==> src/rtl/seq_shifter.sv <==
// seq_shifter: sequential shift/rotate register, one bit per SHIFT cycle.
// Ports:
//   clk, rst (sync, active-high)
//   start, op[2:0], amount[AMT_W-1:0], din[WIDTH-1:0], serial_in
//   out[WIDTH-1:0], busy, done, serial_out
module seq_shifter #(
    parameter int WIDTH = 8,
    parameter int AMT_W = $clog2(WIDTH)
) (
    input  logic             clk,
    input  logic             rst,
    input  logic             start,
    input  logic [2:0]       op,
    input  logic [AMT_W-1:0] amount,
    input  logic [WIDTH-1:0] din,
    input  logic             serial_in,
    output logic [WIDTH-1:0] out,
    output logic             busy,
    output logic             done,
    output logic             serial_out
);

    localparam logic [2:0] OP_LOAD = 3'b000;
    localparam logic [2:0] OP_SLL  = 3'b001;
    localparam logic [2:0] OP_SRL  = 3'b010;
    localparam logic [2:0] OP_SRA  = 3'b011;
    localparam logic [2:0] OP_ROL  = 3'b100;
    localparam logic [2:0] OP_ROR  = 3'b101;

    typedef enum logic [1:0] {
        IDLE,
        SHIFT,
        DONE
    } state_t;

    state_t           state_q;
    state_t           state_d;
    logic [2:0]       op_q;
    logic [AMT_W-1:0] cnt_q;
    logic [WIDTH-1:0] shift_val;
    logic             shift_bit;
    logic             is_shift;

    assign is_shift = (op >= OP_SLL) && (op <= OP_ROR);
    assign busy     = (state_q == SHIFT);
    assign done     = (state_q == DONE);

    always_comb begin
        state_d = state_q;
        unique case (state_q)
            IDLE: begin
                if (start) begin
                    // LOAD, NOP and zero-distance requests finish at once
                    if (is_shift && (amount != '0)) state_d = SHIFT;
                    else                            state_d = DONE;
                end
            end
            SHIFT: begin
                if (cnt_q == AMT_W'(1)) state_d = DONE;
            end
            DONE:    state_d = IDLE;
            default: state_d = IDLE;
        endcase
    end

    // One-bit step for the latched op; only consumed while in SHIFT
    always_comb begin
        shift_val = out;
        shift_bit = serial_out;
        case (op_q)
            OP_SLL: begin
                shift_val = {out[WIDTH-2:0], serial_in};
                shift_bit = out[WIDTH-1];
            end
            OP_SRL: begin
                shift_val = {serial_in, out[WIDTH-1:1]};
                shift_bit = out[0];
            end
            OP_SRA: begin
                shift_val = {out[WIDTH-1], out[WIDTH-1:1]};
                shift_bit = out[0];
            end
            OP_ROL: begin
                shift_val = {out[WIDTH-2:0], out[WIDTH-1]};
                shift_bit = out[WIDTH-1];
            end
            OP_ROR: begin
                shift_val = {out[0], out[WIDTH-1:1]};
                shift_bit = out[0];
            end
            default: begin
                shift_val = out;
                shift_bit = serial_out;
            end
        endcase
    end

    always_ff @(posedge clk) begin
        if (rst) begin
            state_q    <= IDLE;
            out        <= '0;
            serial_out <= 1'b0;
            cnt_q      <= '0;
            op_q       <= OP_LOAD;
        end else begin
            state_q <= state_d;
            unique case (state_q)
                IDLE: begin
                    if (start) begin
                        op_q  <= op;
                        cnt_q <= amount;
                        if (op == OP_LOAD) out <= din;
                    end
                end
                SHIFT: begin
                    out        <= shift_val;
                    serial_out <= shift_bit;
                    cnt_q      <= cnt_q - AMT_W'(1);
                end
                default: begin
                end
            endcase
        end
    end

endmodule
==> config.mk <==
export PLATFORM = sky130hd
export DESIGN_NAME = seq_shifter
export DESIGN_NICKNAME = d
export VERILOG_FILES = /design/src/rtl/seq_shifter.sv
export SDC_FILE = /design/constraint.sdc
export NUM_CORES = 1
export LEC_CHECK = 0
export ABC_AREA = 1
export BUFFER_PORTS_ARGS = -buffer_cell sky130_fd_sc_hd__buf_2
export CAP_MARGIN = 10
export CORE_ASPECT_RATIO = 1.4
export CORE_MARGIN = 3
export CORE_UTILIZATION = 25
export CTS_BUF_LIST = sky130_fd_sc_hd__clkbuf_16
export DETAILED_ROUTE_END_ITERATION = 7
export PLACE_DENSITY = 0.56
export SLEW_MARGIN = 5
export SYNTH_ARGS = -nofsm -noshare
export SYNTH_HDL_FRONTEND = slang
export SYNTH_SLANG_ARGS = --single-unit
export TNS_END_PERCENT = 1
==> constraint.sdc <==
create_clock -name clk -period 2.05 [get_ports clk]
set_input_delay 0.1025 -clock clk [delete_from_list [all_inputs] [get_ports clk]]
set_output_delay 0.1025 -clock clk [all_outputs]
set_load 0.02 [all_outputs]
==> reports/results.tsv, run 1 <==
metric	value	unit
outcome	complete, no violations	
Worst slew margin	78.1	%
asr flop ratio synth	0	%
Max Buffers Root-to-Sink	2	
CP arrival	1.89	ns
Residual DRC	0	
Critical-path top delay cell	ha_1	
vias per cell	4.85	
Post-CTS Setup Repair Bufs	0	
post-DP HPWL	2100	µm
Synth-to-Final Area Change	23.5	%
# rows	27	
# clock sinks	17	
P per Cell Area	858	mW/mm²
Hold WC Path Type	in2reg	
Least-Margin Pin Slew	0.328	ns
Clock Skew	0.00310	ns
diode count	0	
Netlist Area Pre-Place	0.00108	mm²
CTS tree	done	
Worst Path Max Fanout	8	
die area	0.00517	mm²
Clk network pwr share	34.6	%
drt pass-1 iters	5	
share of cells above drive strength 1	19.9	%
vias post-DR	1183	
NumNets Final	224	
syn_area_per_cell	6.26	µm²
Placer Congestion	0.849	
Setup violations, final	0	
Root Buffer	clkbuf_16	
crit-path max cell delay	0.42	ns
max_cap viols	0	
Fin. Hold Viols	0	
crit-path cells	inv_1 -> ha_1 -> inv_1 -> nand2_1 -> nand2_1 -> nand3_1 -> a21oi_1 -> nor2_1	
synthesized instance count	173	
Switch Pwr	0.000399	W
crit share post-route	85.0	%
minimum clock period	1.74	ns
area share of the largest cell type after synthesis	31.4	%
Max Clk Rate	574	MHz
IO Pins	29	
Gate power share	29.6	%
switching share of total power	34.8	%
Clock Latency Late Sink	0.25	ns
list of most frequent post-synthesis cells	38 x nand2_1, 21 x inv_1, 21 x nand3_1, 20 x a21oi_1, 17 x dfxtp_1	
I/O Buffers	28	
Leakage	0.602	nW
Max VDD drop	0.286	mV
DRT Wirelength	2810	µm
internal power	0.000747	W
CP Data Required Time	2.19	ns
Inserted Clock Buffers	3	
Hold-fix buffers, CTS	0	
most frequent cell after synthesis	nand2_1	
Crit Path Category	reg2reg	
Mapped Nets	195	
CTS resizes	0	
grt ovf	0	
Initial Util	26.7	%
clock-pin transition on the worst setup and hold timing paths	0.05	ns
register area share after synthesis	31.4	%
initial antenna violation count	0	
synth unique cells	23	
core area	0.00405	mm²
Slew Viols, Final	0	
startpoint types	flop	
final setup TNS	0	ns
prevailing post-synth register cell	dfxtp_1	
PnR worst setup slack	0.308	ns
nature of the critical path endpoint	flop	
sequential power share	35.9	%
DRT iter0 DRCs	85	
worst slack, placed	0.331	ns
GRT Total Usage	12.2	%
post-synthesis register bit count	17	
number of global-route vias before repair	1158	
synth warn	0	
Die Span X	61.6	µm
number of enable flip-flop cells after synthesis	0	
H-tree depth	1	
Die Ht	83.9	µm
flop2flop setup slack	0.31	ns
unrepaired setup endpoints after global routing	false	
global-route wire length before repair	4910	µm
Area contributors post-synth	dfxtp_1 31%, nand2_1 13%, nand3_1 9.7%	
ANT nets after route	0	
largest net degree at the start of global routing	22	
average wire per standard cell	11.5	µm
area leader, netlist	dfxtp_1	
==> flip-flops by register name (all words and copies together), names as in the netlist <==
register / count
op_q: 3
out: 8
serial_out: 1
state_q: 2
cnt_q: 3
==> cell families after synthesis <==
group | share of synthesized area (%)
AND/OR/NAND/NOR | 37.1
AO/OA/AOI/OAI | 16.8
buffers and inverters | 10.1
flip-flops | 31.4
adder cells (fa/ha/maj) | 4.62
==> metal layers <==
metal  routed length [µm]  global-route usage, %  up-vias
li1                     -                      -      620
met1                 1290                   15.0      531
met2                 1330                   19.6       25
met3                  131                   2.01        7
met4                   55                   5.98        0
met5                    0                      0        -
==> per-stage QoR <==
step	std cells	utilization, %	hold WS, ns	cell area (µm²)	total power [W]
detailed placement	240	31.0	0.412	1260	0.000756
finish	244	33.0	0.153	1340	0.00115
floorplan	173	-	0.281	1080	0.000659
global route	244	33.0	0.193	1340	0.00122
CTS	244	33.0	0.150	1340	0.00116
global placement	240	31.0	0.409	1260	0.000757
==> power groups by stage <==
stage	sequential, W	combinational [W]	clock (W)
after floorplan	0.000432	0.000227	0
after global placement	0.000418	0.000339	0
after detailed placement	0.000418	0.000338	0
after CTS	0.000411	0.000340	0.000407
after global routing	0.000417	0.000392	0.000413
final	0.000411	0.000339	0.000396
==> layout by cell type (no fill, tap or decap), drive strengths merged, types with 3 or more instances in the layout <==
master	synthesis	layout
nand2	39	39
buf	2	28
inv	24	25
nand3	21	21
a21oi	20	20
dfxtp	17	17
nor2	17	17
o21ai	14	14
or2	7	7
ha	4	4
clkbuf	2	3
==> worst max-delay path: cells and delay by family, from the launching register on <==
family	cells	cell delay [ns]
adders and majority gates	1	0.42
and+or+nand+nor	4	0.42
DFF	1	0.38
buffers and inverters	2	0.28
AOI/OAI and AO/OA	1	0.13
==> final cells by class <==
| class | instances | area (µm²) |
|---|---|---|
| repair buffers | 28 | 140 |
| multi-input cells | 128 | 633 |
| fillers | 469 | 2720 |
| well taps | 43 | 53.8 |
| flip-flops and latches | 17 | 340 |
| clock buffers | 3 | 75.1 |
| clock inverters | 1 | 3.75 |
| inverters | 24 | 90.1 |
==> final timing paths <==
kind                          from               endpoint  cells past startpoint
max           op_q[1]$_SDFFE_PP0P_    out[6]$_SDFFE_PP0P_                      8
min                          op[0]   op_q[0]$_SDFFE_PP0P_                      3
max reg2reg   op_q[1]$_SDFFE_PP0P_    out[6]$_SDFFE_PP0P_                      8
min reg2reg  cnt_q[1]$_SDFFE_PP0P_  cnt_q[1]$_SDFFE_PP0P_                      2
Note: power is estimated with default switching activity, not from simulation.
==> run 2: changes to the inputs <==
Settings changed: PLACE_DENSITY 0.56 to 0.58.
Clock period 2.05 ns to 1.6 ns, I/O delays scaled along.
==> reports/results.tsv, run 2 (synthesis gave the netlist of run 1 again) <==
metric	value	unit	change
I/O Buffers	28		unchanged
Synth-to-Final Area Change	28.2	%	was 23.5%
Hold-fix buffers, CTS	0		unchanged
diode count	0		unchanged
# clock sinks	17		unchanged
hold path depth	3		unchanged
vias per cell	4.72		was 4.85
hold endpoint	op_q[0]$_SDFFE_PP0P_		unchanged
Leakage	0.629	nW	was 0.602 nW
Largest register FFs	8		unchanged
most common cell after layout, fill and taps aside	nand2_1		unchanged
Inserted Clock Buffers	3		unchanged
Slew Viols, Final	0		unchanged
clock-pin transition on the worst setup and hold timing paths	0.05	ns	about the same
Fin. Hold Viols	0		unchanged
initial antenna violation count	0		unchanged
internal power	0.000987	W	was 0.000747 W
final setup TNS	0	ns	unchanged
CTS tree	done		unchanged
global-route wire length before repair	4780	µm	was 4910 µm
Clock Skew	0.00187	ns	was 0.00310 ns
Crit Path Category	reg2reg		unchanged
Worst Hold Launch	op[0]		unchanged
sequential power share	35.1	%	was 35.9%
commonest cells after routing, fill and taps aside	37 x nand2_1, 28 x buf_2, 21 x inv_1, 21 x nand3_1, 20 x a21oi_1		was 38 x nand2_1, 28 x buf_2, 22 x inv_1
post-DP HPWL	2160	µm	was 2100 µm
Post-CTS Setup Repair Bufs	0		unchanged
Crit Reg-Reg Endpoint	out[3]$_SDFFE_PP0P_		was out[6]$_SDFFE_PP0P_
max_cap viols	0		unchanged
minimum clock period	1.42	ns	was 1.74 ns
FF-to-FF Start	op_q[2]$_SDFFE_PP0P_		was op_q[1]$_SDFFE_PP0P_
GRT Total Usage	11.7	%	was 12.2%
grt ovf	0		unchanged
Max Buffers Root-to-Sink	2		unchanged
flop2flop setup slack	0.18	ns	was 0.31 ns
outcome	complete, no violations		unchanged
ANT nets after route	0		unchanged
Reg with most FFs	out		unchanged
vias post-DR	1180		was 1183
CP Data Required Time	1.78	ns	was 2.19 ns
share of cells above drive strength 1	24.2	%	was 19.9%
worst slack, placed	0.0969	ns	was 0.331 ns
Initial Util	26.7	%	unchanged
IO Pins	29		unchanged
number of global-route vias before repair	1083		was 1158
Largest regs	out: 8 flops, cnt_q: 3 flops, op_q: 3 flops		unchanged
P per Cell Area	1080	mW/mm²	was 858 mW/mm²
fillcell total	454		was 469
Clock Latency Late Sink	0.25	ns	about the same
crit share post-route	88.9	%	was 85.0%
Max VDD drop	0.501	mV	was 0.286 mV
Residual DRC	0		unchanged
Root Buffer	clkbuf_16		unchanged
Switch Pwr	0.000514	W	was 0.000399 W
Die Span X	61.6	µm	unchanged
die area	0.00517	mm²	unchanged
switching share of total power	34.2	%	was 34.8%
multi-input logic area	636	µm²	was 633 µm²
Worst Path Max Fanout	8		unchanged
Max Clk Rate	703	MHz	was 574 MHz
CTS resizes	0		unchanged
core area	0.00405	mm²	unchanged
NumNets Final	230		was 224
Die Ht	83.9	µm	unchanged
CP arrival	1.60	ns	was 1.89 ns
Setup violations, final	0		unchanged
PnR worst setup slack	0.178	ns	was 0.308 ns
Clk network pwr share	33.9	%	was 34.6%
average wire per standard cell	11.1	µm	was 11.5 µm
Placer Congestion	0.771		was 0.849
drt pass-1 iters	4		was 5
register area	343	µm²	was 340 µm²
R2R depth	9		was 8
largest net degree at the start of global routing	16		was 22
# rows	27		unchanged
startpoint types	flop		unchanged
unrepaired setup endpoints after global routing	false		unchanged
nature of the critical path endpoint	flop		unchanged
Worst slew margin	82.6	%	was 78.1%
Gate power share	31.0	%	was 29.6%
DRT iter0 DRCs	68		was 85
Hold WC Path Type	in2reg		unchanged
H-tree depth	1		unchanged
DRT Wirelength	2790	µm	was 2810 µm
Least-Margin Pin Slew	0.259	ns	was 0.328 ns
-- run 2: cell types whose count changed in the layout (fill, tap and decap cells not counted), sizes merged --
cell / change
buf: +6
clkinv: +1
inv: -1
-- run 2: layout make-up --
cell class | count | area share [%]
Tap cell | 43 | 3.88
Sequential cell | 17 | 24.7
Timing Repair Buffer | 34 | 13.3
Clock buffer | 3 | 5.41
Clock inverter | 1 | 0.361
Inverter | 24 | 6.49
Multi-Input combinational cell | 128 | 45.8
-- run 2: metal layers --
| metal | track usage, % | vias up | part of all wire [%] | routed length (µm) |
|---|---|---|---|---|
| met1 | 15.1 | 524 | 48 | 1340 |
| met4 | 2.90 | 0 | 0.79 | 22 |
| met2 | 19.5 | 23 | 47 | 1310 |
| met5 | 0 | - | 0 | 0 |
| li1 | - | 631 | - | - |
| met3 | 1.86 | 2 | 4.1 | 115 |
-- run 2: critical path: stages (launching register included) --
cell,delay (ns)
dfxtp_2,0.38
inv_1,0.07
ha_1,0.19
nor2_1,0.10
nand2_1,0.07
nor2_2,0.13
nor2_4,0.08
inv_2,0.12
nand2_1,0.07
a21oi_1,0.13
-- run 2: worst max-delay path by stage --
stage                                     end  slack (ns)                  from
after global routing      out[1]$_SDFFE_PP0P_        0.02  op_q[2]$_SDFFE_PP0P_
after detailed placement  out[7]$_SDFFE_PP0P_         0.1  op_q[1]$_SDFFE_PP0P_
after CTS                 out[7]$_SDFFE_PP0P_        0.07  op_q[1]$_SDFFE_PP0P_
final                     out[3]$_SDFFE_PP0P_        0.18  op_q[2]$_SDFFE_PP0P_
after global placement    out[6]$_SDFFE_PP0P_        0.14  op_q[1]$_SDFFE_PP0P_
after floorplan           out[6]$_SDFFE_PP0P_        0.05  op_q[1]$_SDFFE_PP0P_
-- run 2: power groups by stage --
| stage | combinational, W | sequential [W] | clock, W |
|---|---|---|---|
| 6_report | 0.000466 | 0.000526 | 0.000508 |
| 3_5_place_dp | 0.000464 | 0.000535 | 0 |
| 4_1_cts | 0.000467 | 0.000527 | 0.000518 |
| 2_1_floorplan | 0.000291 | 0.000553 | 0 |
| 3_3_place_gp | 0.000462 | 0.000536 | 0 |
| 5_1_grt | 0.000536 | 0.000536 | 0.000535 |
-- run 2: through the flow --
step	total power [W]	hold WS, ns	cell area (µm²)	instances	utilization (%)
finish	0.00150	0.147	1390	250	34.2
global route	0.00161	0.164	1390	250	34.2
CTS	0.00151	0.147	1380	250	34.1
detailed placement	0.00100	0.402	1300	246	32.1
global placement	0.000999	0.398	1300	246	32.1
floorplan	0.000845	0.258	1080	173	-
==> run 3: changes to the inputs <==
Settings changed: PLACE_DENSITY 0.58 to 0.56.
Clock period 1.6 ns to 1.5 ns, I/O delays scaled along.
==> reports/results.tsv, run 3 (synthesis gave the netlist of run 1 again) <==
metric	value	unit	change
unrepaired setup endpoints after global routing	true		was false
CTS tree	done		unchanged
Setup violations, final	0		unchanged
final non-filler cell area	0.00143	mm²	was 0.00139 mm²
Hold-fix buffers, CTS	0		unchanged
hold endpoint	op_q[0]$_SDFFE_PP0P_		unchanged
IO Pins	29		unchanged
Critical Path Most Common Cell	nor2_1		was nand2_1
grt ovf	0		unchanged
largest net degree at the start of global routing	11		was 16
Largest regs	out: 8 flops, cnt_q: 3 flops, op_q: 3 flops		unchanged
clock-pin transition on the worst setup and hold timing paths	0.06	ns	was 0.05 ns
crit share post-route	91.7	%	was 88.9%
final core occ	35.2	%	was 34.2%
nature of the critical path endpoint	flop		unchanged
I/O Buffers	28		unchanged
number of global-route vias before repair	1176		was 1083
Fin. Hold Viols	0		unchanged
Slew Viols, Final	0		unchanged
Worst slew margin	82.8	%	was 82.6%
drt pass-1 iters	4		unchanged
die area	0.00517	mm²	unchanged
Reg with most FFs	out		unchanged
Least-Margin Pin Slew	0.257	ns	was 0.259 ns
Die Ht	83.9	µm	unchanged
Clock Skew	0.00239	ns	was 0.00187 ns
average wire per standard cell	11.7	µm	was 11.1 µm
minimum clock period	1.38	ns	was 1.42 ns
Leakage	0.639	nW	was 0.629 nW
post-DP HPWL	2270	µm	was 2160 µm
commonest cells after routing, fill and taps aside	36 x nand2_1, 28 x buf_2, 21 x nand3_1		was 37 x nand2_1, 28 x buf_2, 21 x inv_1, 21 x nand3_1, 20 x a21oi_1
vias per cell	4.70		was 4.72
NumNets Final	232		was 230
Synth-to-Final Area Change	32.0	%	was 28.2%
crit-path cells	buf_4 -> ha_1 -> nor2_1 -> nand2_1 -> nor2_2 -> nor2_4 -> inv_4 -> a21oi_1 -> nor2_1		was inv_1 -> ha_1 -> nor2_1 -> nand2_1 -> nor2_2 -> nor2_4 -> inv_2 -> nand2_1 -> a21oi_1
Root Buffer	clkbuf_16		unchanged
DRT iter0 DRCs	105		was 68
ANT nets after route	0		unchanged
Initial Util	26.7	%	unchanged
Worst Path Max Fanout	8		unchanged
CP arrival	1.52	ns	was 1.60 ns
Inserted Clock Buffers	3		unchanged
DRT Wirelength	2960	µm	was 2790 µm
Die Span X	61.6	µm	unchanged
share of cells above drive strength 1	26.8	%	was 24.2%
initial antenna violation count	0		unchanged
hold path depth	3		unchanged
# rows	27		unchanged
Largest register FFs	8		unchanged
Critical-path top delay cell	dfxtp_1		was dfxtp_2
max_cap viols	0		unchanged
Crit Reg-Reg Endpoint	out[6]$_SDFFE_PP0P_		was out[3]$_SDFFE_PP0P_
placed inst area	0.00132	mm²	was 0.00130 mm²
P per Cell Area	1150	mW/mm²	was 1080 mW/mm²
crit-path max cell delay	0.32	ns	was 0.38 ns
# clock sinks	17		unchanged
Residual DRC	0		unchanged
Max VDD drop	0.659	mV	was 0.501 mV
Crit Path Category	reg2reg		unchanged
Clock Latency Late Sink	0.25	ns	about the same
Max Clk Rate	727	MHz	was 703 MHz
Max Buffers Root-to-Sink	2		unchanged
vias post-DR	1185		was 1180
startpoint types	flop		unchanged
FF-to-FF Start	op_q[1]$_SDFFE_PP0P_		was op_q[2]$_SDFFE_PP0P_
GRT Total Usage	12.3	%	was 11.7%
Worst Hold Launch	op[0]		unchanged
global-route wire length before repair	4970	µm	was 4780 µm
flop2flop setup slack	0.12	ns	was 0.18 ns
H-tree depth	1		unchanged
core area	0.00405	mm²	unchanged
outcome	complete, no violations		unchanged
R2R depth	9		unchanged
CP Data Required Time	1.64	ns	was 1.78 ns
Placer Congestion	0.859		was 0.771
most common cell after layout, fill and taps aside	nand2_1		unchanged
diode count	0		unchanged
Hold WC Path Type	in2reg		unchanged
[run 3: layout make-up]
type,instances,area (µm²)
clock buffer,3,75.1
clock inverter,1,5.00
fill,449,2630
inverter,24,92.6
multi-input combinational,128,658
sequential,17,344
tap,43,53.8
timing repair buffer,36,200
[run 3: repair_timing]
item / CTS / global route
buffers inserted: 0 / 0
endpoints found under the setup margin: 0 / 8
resized for setup: 0 / 7
[run 3: where the power goes]
group          internal, W  total (W)  leakage (nW)  switching, W
Clock             0.000357   0.000553        0.0409      0.000195
Combinational     0.000205   0.000529         0.458      0.000324
Sequential        0.000508   0.000561         0.140     0.0000538
[run 3: critical path: cells and delay by family (launching register included)]
| kind | cells | cell delay, ns |
|---|---|---|
| and+or+nand+nor | 5 | 0.44 |
| DFF | 1 | 0.32 |
| buffers and inverters | 2 | 0.22 |
| adders and majority gates | 1 | 0.16 |
| AOI/OAI and AO/OA | 1 | 0.13 |
[run 3: worst max-delay path by stage]
stage                    startpoint                  end  slack, ns  depth (start not counted)
6_report       op_q[1]$_SDFFE_PP0P_  out[6]$_SDFFE_PP0P_       0.12                          9
2_1_floorplan  op_q[1]$_SDFFE_PP0P_  out[6]$_SDFFE_PP0P_       0.02                          9
4_1_cts        op_q[2]$_SDFFE_PP0P_  out[4]$_SDFFE_PP0P_       0.01                          9
5_1_grt        op_q[0]$_SDFFE_PP0P_  out[6]$_SDFFE_PP0P_      -0.01                          7
3_3_place_gp   op_q[2]$_SDFFE_PP0P_  out[2]$_SDFFE_PP0P_       0.11                          9
3_5_place_dp   op_q[2]$_SDFFE_PP0P_  out[4]$_SDFFE_PP0P_       0.03                          9
[run 3: per-stage QoR]
step	setup TNS [ns]	setup WS [ns]	cells	hold WS, ns	total power [W]
2_1_floorplan	0	0.0177	173	0.253	0.000905
3_3_place_gp	0	0.107	248	0.386	0.00108
3_5_place_dp	0	0.0345	248	0.384	0.00108
4_1_cts	0	0.0144	252	0.127	0.00163
5_1_grt	-0.0148	-0.0148	252	0.163	0.00176
6_report	0	0.125	252	0.132	0.00164
[run 3: metal layers]
layer  share of wire [%]  track usage, %  wire length [µm]
met1                  46            16.0              1350
met2                  49            19.6              1460
met3                 4.4            2.48               129
met4                0.47            3.67                14
met5                   0               0                 0
